File: src/rtl/keypad_reader.sv
// rtl/keypad_reader.sv - 4x4 keypad scanner and debouncer feeding a key-code FIFO
// Optional auto-repeat of a held key is built when KEYPAD_REPEAT_EN is defined.

module keypad_fifo #(
  parameter int DEPTH = 8,
  parameter int W     = 4
) (
  input  logic         clk_i,
  input  logic         reset_i,
  input  logic         push_i,
  input  logic [W-1:0] push_data_i,
  input  logic         pop_i,
  output logic [W-1:0] data_o,
  output logic         valid_o,
  output logic         overflow_o
);
  localparam int AW = $clog2(DEPTH);
  localparam logic [AW:0] FULL_CNT = (AW+1)'(DEPTH);

  logic [W-1:0]  mem_q [DEPTH];
  logic [AW-1:0] wr_q, wr_d, rd_q, rd_d;
  logic [AW:0]   count_q, count_d;
  logic          ovf_q, ovf_d;
  logic          full, pop_ok, push_ok;

  always_comb begin
    full    = count_q == FULL_CNT;
    pop_ok  = pop_i && (count_q != '0);
    // A simultaneous pop frees the slot a full FIFO needs for the push.
    push_ok = push_i && (!full || pop_ok);
    wr_d    = push_ok ? wr_q + 1'b1 : wr_q;
    rd_d    = pop_ok ? rd_q + 1'b1 : rd_q;
    count_d = count_q;
    if (push_ok && !pop_ok) begin
      count_d = count_q + 1'b1;
    end else if (pop_ok && !push_ok) begin
      count_d = count_q - 1'b1;
    end
    ovf_d   = ovf_q || (push_i && !push_ok);
  end

  always_ff @(posedge clk_i or posedge reset_i) begin
    if (reset_i) begin
      wr_q    <= '0;
      rd_q    <= '0;
      count_q <= '0;
      ovf_q   <= 1'b0;
    end else begin
      wr_q    <= wr_d;
      rd_q    <= rd_d;
      count_q <= count_d;
      ovf_q   <= ovf_d;
    end
  end

  always_ff @(posedge clk_i) begin
    if (push_ok) begin
      mem_q[wr_q] <= push_data_i;
    end
  end

  assign valid_o    = count_q != '0;
  assign data_o     = valid_o ? mem_q[rd_q] : '0;
  assign overflow_o = ovf_q;
endmodule

module keypad_reader #(
  parameter int SCAN_DIV       = 200,
  parameter int DEBOUNCE_SCANS = 4,
  parameter int FIFO_DEPTH     = 8
`ifdef KEYPAD_REPEAT_EN
  , parameter int REPEAT_SCANS = 32
`endif
) (
  input  logic       clk_i,
  input  logic       reset_i,
  input  logic [3:0] row_i,
  output logic [3:0] col_o,
  input  logic       rden_i,
  output logic [7:0] data_o,
  output logic       valid_o,
  output logic       overflow_o
);
  localparam int DW = $clog2(SCAN_DIV);
  localparam int CW = $clog2(DEBOUNCE_SCANS + 1);
  localparam logic [DW-1:0] DWELL_LAST = DW'(SCAN_DIV - 1);
  localparam logic [CW-1:0] CNT_DONE   = CW'(DEBOUNCE_SCANS);
  localparam logic [CW-1:0] CNT_ONE    = CW'(1);
`ifdef KEYPAD_REPEAT_EN
  localparam int RW = $clog2(REPEAT_SCANS + 1);
  localparam logic [RW-1:0] REP_DONE = RW'(REPEAT_SCANS);
`endif

  typedef enum logic [1:0] {IDLE, DEBOUNCE, HELD, RELEASE} state_t;

  logic [3:0]    sync1_q, sync2_q;
  logic [DW-1:0] dwell_q, dwell_d;
  logic [1:0]    col_q, col_d;
  logic [15:0]   hits_q, hits_d;
  logic [3:0]    row_hit, col_onehot;
  logic [15:0]   col_hits, frame_keys;
  logic          sample, frame_end;
  logic [4:0]    key_cnt;
  logic [3:0]    key_code;
  logic          is_none, is_single;

  state_t        state_q, state_d;
  logic [3:0]    cand_q, cand_d;
  logic [CW-1:0] cnt_q, cnt_d, cnt_inc;
  logic          push;
  logic [3:0]    push_code;
  logic [3:0]    fifo_code;
`ifdef KEYPAD_REPEAT_EN
  logic [RW-1:0] rep_q, rep_d, rep_inc;
`endif

  always_comb begin
    row_hit    = ~sync2_q;
    col_onehot = 4'b0001 << col_q;
    // Bit 4*r+c of the frame vector is the key at row r, column c.
    col_hits   = {row_hit[3] ? col_onehot : 4'h0,
                  row_hit[2] ? col_onehot : 4'h0,
                  row_hit[1] ? col_onehot : 4'h0,
                  row_hit[0] ? col_onehot : 4'h0};
    sample     = dwell_q == DWELL_LAST;
    frame_end  = sample && (col_q == 2'd3);
    frame_keys = hits_q | col_hits;
    dwell_d    = sample ? '0 : dwell_q + 1'b1;
    col_d      = sample ? col_q + 2'd1 : col_q;
    hits_d     = frame_end ? '0 : (sample ? frame_keys : hits_q);
    key_cnt    = '0;
    key_code   = '0;
    for (int i = 0; i < 16; i++) begin
      if (frame_keys[i[3:0]]) begin
        key_cnt  = key_cnt + 5'd1;
        key_code = i[3:0];
      end
    end
    is_none   = key_cnt == 5'd0;
    is_single = key_cnt == 5'd1;
  end

  always_comb begin
    state_d = state_q;
    cand_d  = cand_q;
    cnt_d   = cnt_q;
    push    = 1'b0;
    cnt_inc = cnt_q + 1'b1;
`ifdef KEYPAD_REPEAT_EN
    rep_d   = rep_q;
    rep_inc = rep_q + 1'b1;
`endif
    if (frame_end) begin
      case (state_q)
        IDLE: begin
          if (is_single) begin
            cand_d = key_code;
            cnt_d  = CNT_ONE;
            if (CNT_ONE == CNT_DONE) begin
              push    = 1'b1;
              state_d = HELD;
            end else begin
              state_d = DEBOUNCE;
            end
          end
        end
        DEBOUNCE: begin
          if (!is_single) begin
            state_d = IDLE;
            cnt_d   = '0;
          end else if (key_code == cand_q) begin
            cnt_d = cnt_inc;
            if (cnt_inc == CNT_DONE) begin
              push    = 1'b1;
              state_d = HELD;
            end
          end else begin
            cand_d = key_code;
            cnt_d  = CNT_ONE;
          end
        end
        HELD: begin
          if (is_none) begin
            if (CNT_ONE == CNT_DONE) begin
              state_d = IDLE;
              cnt_d   = '0;
            end else begin
              state_d = RELEASE;
              cnt_d   = CNT_ONE;
            end
          end
`ifdef KEYPAD_REPEAT_EN
          if (is_single && key_code == cand_q) begin
            if (rep_inc == REP_DONE) begin
              push  = 1'b1;
              rep_d = '0;
            end else begin
              rep_d = rep_inc;
            end
          end else begin
            rep_d = '0;
          end
`endif
        end
        RELEASE: begin
          if (!is_none) begin
            state_d = HELD;
            cnt_d   = '0;
          end else if (cnt_inc == CNT_DONE) begin
            state_d = IDLE;
            cnt_d   = '0;
          end else begin
            cnt_d = cnt_inc;
          end
        end
        default: state_d = IDLE;
      endcase
    end
`ifdef KEYPAD_REPEAT_EN
    if (state_d == HELD && state_q != HELD) begin
      rep_d = '0;
    end
`endif
    push_code = cand_d;
  end

  always_ff @(posedge clk_i or posedge reset_i) begin
    if (reset_i) begin
      sync1_q <= 4'hF;
      sync2_q <= 4'hF;
      dwell_q <= '0;
      col_q   <= '0;
      hits_q  <= '0;
      state_q <= IDLE;
      cand_q  <= '0;
      cnt_q   <= '0;
`ifdef KEYPAD_REPEAT_EN
      rep_q   <= '0;
`endif
    end else begin
      sync1_q <= row_i;
      sync2_q <= sync1_q;
      dwell_q <= dwell_d;
      col_q   <= col_d;
      hits_q  <= hits_d;
      state_q <= state_d;
      cand_q  <= cand_d;
      cnt_q   <= cnt_d;
`ifdef KEYPAD_REPEAT_EN
      rep_q   <= rep_d;
`endif
    end
  end

  keypad_fifo #(
    .DEPTH (FIFO_DEPTH),
    .W     (4)
  ) u_fifo (
    .clk_i       (clk_i),
    .reset_i     (reset_i),
    .push_i      (push),
    .push_data_i (push_code),
    .pop_i       (rden_i),
    .data_o      (fifo_code),
    .valid_o     (valid_o),
    .overflow_o  (overflow_o)
  );

  assign col_o  = ~col_onehot;
  assign data_o = {4'h0, fifo_code};
endmodule

File: config.mk
export PLATFORM = sky130hd
export DESIGN_NAME = keypad_reader
export DESIGN_NICKNAME = d
export VERILOG_FILES = /design/src/rtl/keypad_reader.sv
export SDC_FILE = /design/constraint.sdc
export NUM_CORES = 1
export LEC_CHECK = 0
export BUFFER_PORTS_ARGS = -buffer_cell sky130_fd_sc_hd__buf_2
export CELL_PAD_IN_SITES_DETAIL_PLACEMENT = 1
export CELL_PAD_IN_SITES_GLOBAL_PLACEMENT = 2
export CORE_ASPECT_RATIO = 1.4
export CORE_MARGIN = 5
export CORE_UTILIZATION = 30
export CTS_CLUSTER_DIAMETER = 60
export DETAILED_ROUTE_END_ITERATION = 10
export PLACE_DENSITY = 0.63
export SYNTH_ARGS = -nofsm -noshare
export SYNTH_HDL_FRONTEND = slang
export SYNTH_SLANG_ARGS = --single-unit
File: constraint.sdc
create_clock -name clk_i -period 11 [get_ports clk_i]
set_input_delay 2.75 -clock clk_i [delete_from_list [all_inputs] [get_ports clk_i]]
set_output_delay 2.75 -clock clk_i [all_outputs]
set_load 0.02 [all_outputs]
======== Word level (Yosys, flattened, before mapping) ========
Memory sizes are Yosys's and may differ from the RTL's.
Cells that the tools add are included.
word-level totals
  RAM bits ................................ 32
  input port bits ......................... 7
  output and inout port bits .............. 14
  logic and storage cells ................. 139
  register bits ........................... 54
  memories kept ........................... 1
memory list
  memory        words  bits a word  rd ports  clocked after memory_dff  write ports  line  text
  u_fifo.mem_q  8      4            1         0                         1            20    logic [W-1:0] mem_q [DEPTH];
operators by class
  add/subtract/negate cells ............... 22
  reductions and logical operators ........ 18
  bitwise logic cells ..................... 3
  eq/ne operators ......................... 14
  multiplexer cells ....................... 68
  shift-type cells ........................ 1
operators by type and width
  cell                   number
  $mux W4                25
  $add A5 B1 Y5 const B  15
  $mux W5                15
  $mux W16               2
  $mux W3                6
  $or A16 B16 Y16        1
  $mux W2                7
  $pmux W3 S4            1
  $add A3 B1 Y3 const B  3
  $mux W1                9
  $ne A3 B3 Y1 const B   3
  $add A8 B1 Y8 const B  1
  $eq A8 B8 Y1 const B   1
  $mux W8                1
  $not A4 Y4             2
  $pmux W2 S4            1
  $pmux W4 S2            1
  $eq A2 B2 Y1 const B   3
  $logic_and A1 B1 Y1    6
  $reduce_and A6 Y1      1
  $eq A5 B1 Y1 const B   1
  $logic_not A5 Y1       1
  $add A4 B1 Y4 const B  1
  $eq A4 B4 Y1           1
  other kinds (13)       18

======== Depth between registers and ports, before layout ========
  word-level depth ........................ 43
  gate-level depth with buffers ........... 67

======== Cells and area by module ========
Synthesis repeated with hierarchy kept, for this count alone.
second synthesis, totals
  cells, all modules ...................... 578
  area total of the unflattened synthesis .. 5908.2 µm²
by module, submodules not included
  module         area an instance (µm²)  cells each  times used  sequential area each (µm²)
  keypad_reader  4015.1                  464         1           1086.0
  keypad_fifo    1893.1                  114         1           1236.2

======== Worst setup path before layout ========
Ideal clock, no wire load.
  kind .................................... reg-to-reg
  start point ............................. reg col_q[0]
  end point ............................... reg u_fifo.count_q[3]
  cell stages (with the launch flop) ...... 65
  arrival ................................. 10.849 ns
  period minus slack after synthesis ...... 10.974 ns
  path buffers ............................ 3
  path slack .............................. 0.026 ns
  library setup time ...................... 0.125 ns
  cells stage by stage .................... dfrtp_1 inv_1 ha_1 buf_2 a21o_1 inv_1 ha_1 xor2_1 ha_1 o21ai_0 o41a_1 inv_1 ha_1 nand2_1 nand2_1 ha_1 o21bai_1 nand2_1 [... 29 more ...] mux2i_1 inv_1 ha_1 nor2_1 a32oi_1 nand2b_1 clkbuf_1 or4b_1 buf_2 nor2_1 ha_1 inv_1 ha_1 a21o_1 a21oi_1 xnor2_1 nor2_1 xor2_1
between the ends
  word-level cells in the longest chain between the ends .. 42
RTL lines
  item                          line  text
  start: declaration            98    logic [1:0] col_q, col_d;
  start signal: assignment      244   col_q <= col_d;
  $shl A1 B2 Y4                 119   col_onehot = 4'b0001 << col_q;
  $mux W4                       124   row_hit[0] ? col_onehot : 4'h0};
  $or A16 B16 Y16               127   frame_keys = hits_q | col_hits;
  $mux W1                       134   if (frame_keys[i[3:0]]) begin
  $add A5 B1 Y5                 135   key_cnt = key_cnt + 5'd1;
  $mux W5                       134
  $add A5 B1 Y5                 135
  $mux W5                       134
  [... 27 more ...]             -
  $mux W1                       168   if (!is_single) begin
  $mux W1                       154   case (state_q)
  $mux W1 *                     153   if (frame_end) begin
  $logic_and A1 B1 Y1 *         30    push_ok = push_i && (!full || pop_ok);
  net u_fifo.push_ok            24    logic full, pop_ok, push_ok;
  $logic_not A1 Y1              36    end else if (pop_ok && !push_ok) begin
  $logic_and A1 B1 Y1           36
  $reduce_bool A2 Y1 (no line)  -
  end signal: assignment        51    count_q <= count_d;
  end: declaration              22    logic [AW:0] count_q, count_d;
Mark *: on every way through the listed nets, which the timed path passes. The rest lies on a longest branch.
A chain may end at the register's enable or synchronous reset.

======== Worst setup path after layout ========
Ends and elaborated chain as after synthesis.

==> impl_metrics.ini <==
[status]
status = complete, no violations

[final_layout]
area_delta_synth_final_pct = 19.36
fin_nets = 671
final_layout_size_suffix_gt1_share_pct = 27.81
fill_cells = 2231
mostFrequentLayoutCell = nor2_1
stdcell_count = 892
layout_common_cells = 54 x nor2_1, 46 x dfrtp_1, 37 x buf_4, 34 x xnor2_1
n_antenna_cell = 0

[worst_setup_path]
path_class = flop to flop
timing.critical_path.mode_cell = ha_4
crit_path_end_kind = flop
cp.arrival_ps = 10750
required_ps = 11230
critical_path.startpoint_type = flop
path_max_fanout = 4
critPathMaxStageDelay_ps = 540
cp_slowest_cell = or4b_4

[sta]
final_max_slew_viol_count = 0
hold_slack_ps = 357.9
fmax_ghz = 0.09502
worst_pin_slew_ps = 975.7
slew_headroom_pct = 34.36
timing.final.crit_share_pct = 95.67
setup_viol = 0
period_minus_slack_ps = 10520
fin_skew_ps = 8.702
setup_ws_ps = 476.3
finalHoldViolations = 0

[clock_network]
htree_levels = 3
ctsHoldBuffers = 0
cts_buffer_depth = 2
cts_made_buffers = 9
clk_pin_slew_ps = 70
cts_tree = done
clock-sinks = 86
cts_root_buf = clkbuf_16
insertion_delay_ps = 340

[synthesis]
async_flop_share_pct = 62.79
ys.flop_type = dfrtp_1
syn_area_per_cell_sq_um = 10.05
netlist_top_cells_area = dfrtp_1 19%, edfxtp_1 16%, ha_1 5.9%
yosys.area.top_type = dfrtp_1
synthesis.area_sq_um = 5959
synth-edff-count = 32
ys_ff_latch = 86
synth_top_area_share_pct = 19.32
synth_seq_area_share_pct = 38.97
ys_types = 87
yosysWarnings = 0
synthCells = 593

[floorplan]
die_w_microns = 129.1
start_util_pct = 30.26
core_area_sq_um = 19690
pin_count = 21
die_area_sq_um = 22820
rows = 61
die_h_microns = 176.8

[global_route]
grt_pass1_vias = 5045
grt.overflow.total = 0
gr-usage-all-layers_pct = 14.31
antenna_found_initial = 0
grt_pass1_wl_microns = 25950
grt_max_degree = 55

[placed_design]
gp_congestion = 0.8333
dp_cells = 862
dp_hpwl_microns = 12300
dpl_worst_slack_ps = -488.6
portBuffers = 16

[power_and_ir_drop]
p_leak_nw = 2.872
power.density_nw_per_um2 = 130.5
finalPower_mw = 0.9286
ir_worst_vdd_mv = 0.06237

[routing]
dr.pass1.iters = 4
drc = 0
wl_per_cell_microns = 17.78
drtIter0Drc = 177
ant_nets = 0
num_vias = 4630
routed_wl_microns = 15860
viasPerCell = 5.191

[min_path]
min_path_type = flop to flop

[flow_run]
cap_violations = 0
==> sequential cells by signal, indices dropped and copies added, names as in the netlist <==
| signal | flops |
|---|---|
| u_fifo.overflow_o | 1 |
| u_fifo.mem_q | 32 |
| cnt_q | 3 |
| cand_q | 4 |
| hits_q | 16 |
| u_fifo.wr_q | 3 |
| dwell_q | 8 |
| u_fifo.count_q | 4 |
| sync2_q | 4 |
| sync1_q | 4 |
| u_fifo.rd_q | 3 |
| col_q | 2 |
| state_q | 2 |
==> timing repair <==
| item | CTS | global route |
|---|---|---|
| setup buffers | 6 | 8 |
| pin swaps | 5 | 17 |
| resized for setup | 18 | 38 |
| setup endpoints to repair | 62 | 71 |
==> layout make-up <==
type	count	area, sq um	share of cell area [%]
multi-input cells	452	3684	51.79
flip-flops and latches	86	2322	32.65
repair buffers	53	357.8	5.031
well taps	252	315.3	4.433
clock buffers	9	225.2	3.166
inverters	33	123.9	1.741
clock inverters	7	85.08	1.196
==> metrics by stage <==
step	utilization, %	area (sq um)	TNS [ps]
6_report	36.12	7113	0
5_1_grt	36.12	7113	-561.4
4_1_cts	34.72	6838	0
3_5_place_dp	32.64	6427	-8051
3_3_place_gp	32.64	6427	-88.12
2_1_floorplan	-	5971	0
==> cell families (layout without fill, tap and decap cells) <==
group,after synthesis,count (layout),share of synthesized area (%)
adder cells (fa/ha/maj),29,29,6.215
AND/OR/NAND/NOR,191,191,17.13
flip-flops,86,86,38.97
buffers and inverters,58,102,4.136
multiplexers,30,30,6.928
XOR/XNOR,59,59,10.37
other,1,4,0.06293
AO/OA/AOI/OAI,139,139,16.19
==> cells in the mapped netlist, types with 8 or more instances <==
cell type,number
nor3_1,17
dfstp_2,8
a21o_1,11
o21ai_0,21
nor2_1,57
ha_1,28
xnor2_1,34
xor2_1,14
mux2i_1,12
dfrtp_1,46
mux2_2,8
or2_2,9
inv_1,32
mux4_2,8
nand2_1,33
a31oi_1,11
edfxtp_1,32
clkbuf_1,14
and2_1,8
a21oi_1,36
nand3_1,16
==> worst max-delay path: cells and delay by family, from the launching register on <==
kind	cells	cell delay, ps
AND/OR/NAND/NOR	13	1820
XOR/XNOR	3	470
AO/OA/AOI/OAI	18	2450
multiplexers	3	630
buffers and inverters	7	530
flip-flops	1	440
adder cells (fa/ha/maj)	17	4100
==> path summary, 6_finish.rpt <==
kind / startpoint / endpoint / slack (ps) / cells past startpoint
setup / recovery: col_q[0] / u_fifo.count_q[3] / 480 / 61
hold / removal: sync1_q[0] / sync2_q[0] / 360 / 0
setup reg to reg: col_q[0] / u_fifo.count_q[3] / 480 / 61
hold reg to reg: sync1_q[0] / sync2_q[0] / 360 / 0
max in group asynchronous: reset_i / hits_q[4] / 7940 / 3
min in group asynchronous: reset_i / cnt_q[2] / 2590 / 3
==> routing by layer <==
metal	vias to the layer above	routed length [microns]	GRT usage, %
met5	-	0	0
met4	0	235	3.109
met3	17	254	2.476
met2	28	9084	28.07
met1	2345	6283	15.73
li1	2240	-	-
==> power breakdown <==
group | switching, mW | leakage, nW | internal (mW)
registers | 0.0362 | 0.989 | 0.347
clock network | 0.138 | 0.154 | 0.182
logic | 0.110 | 1.73 | 0.116
No activity file was read; power rests on OpenSTA's default activity.
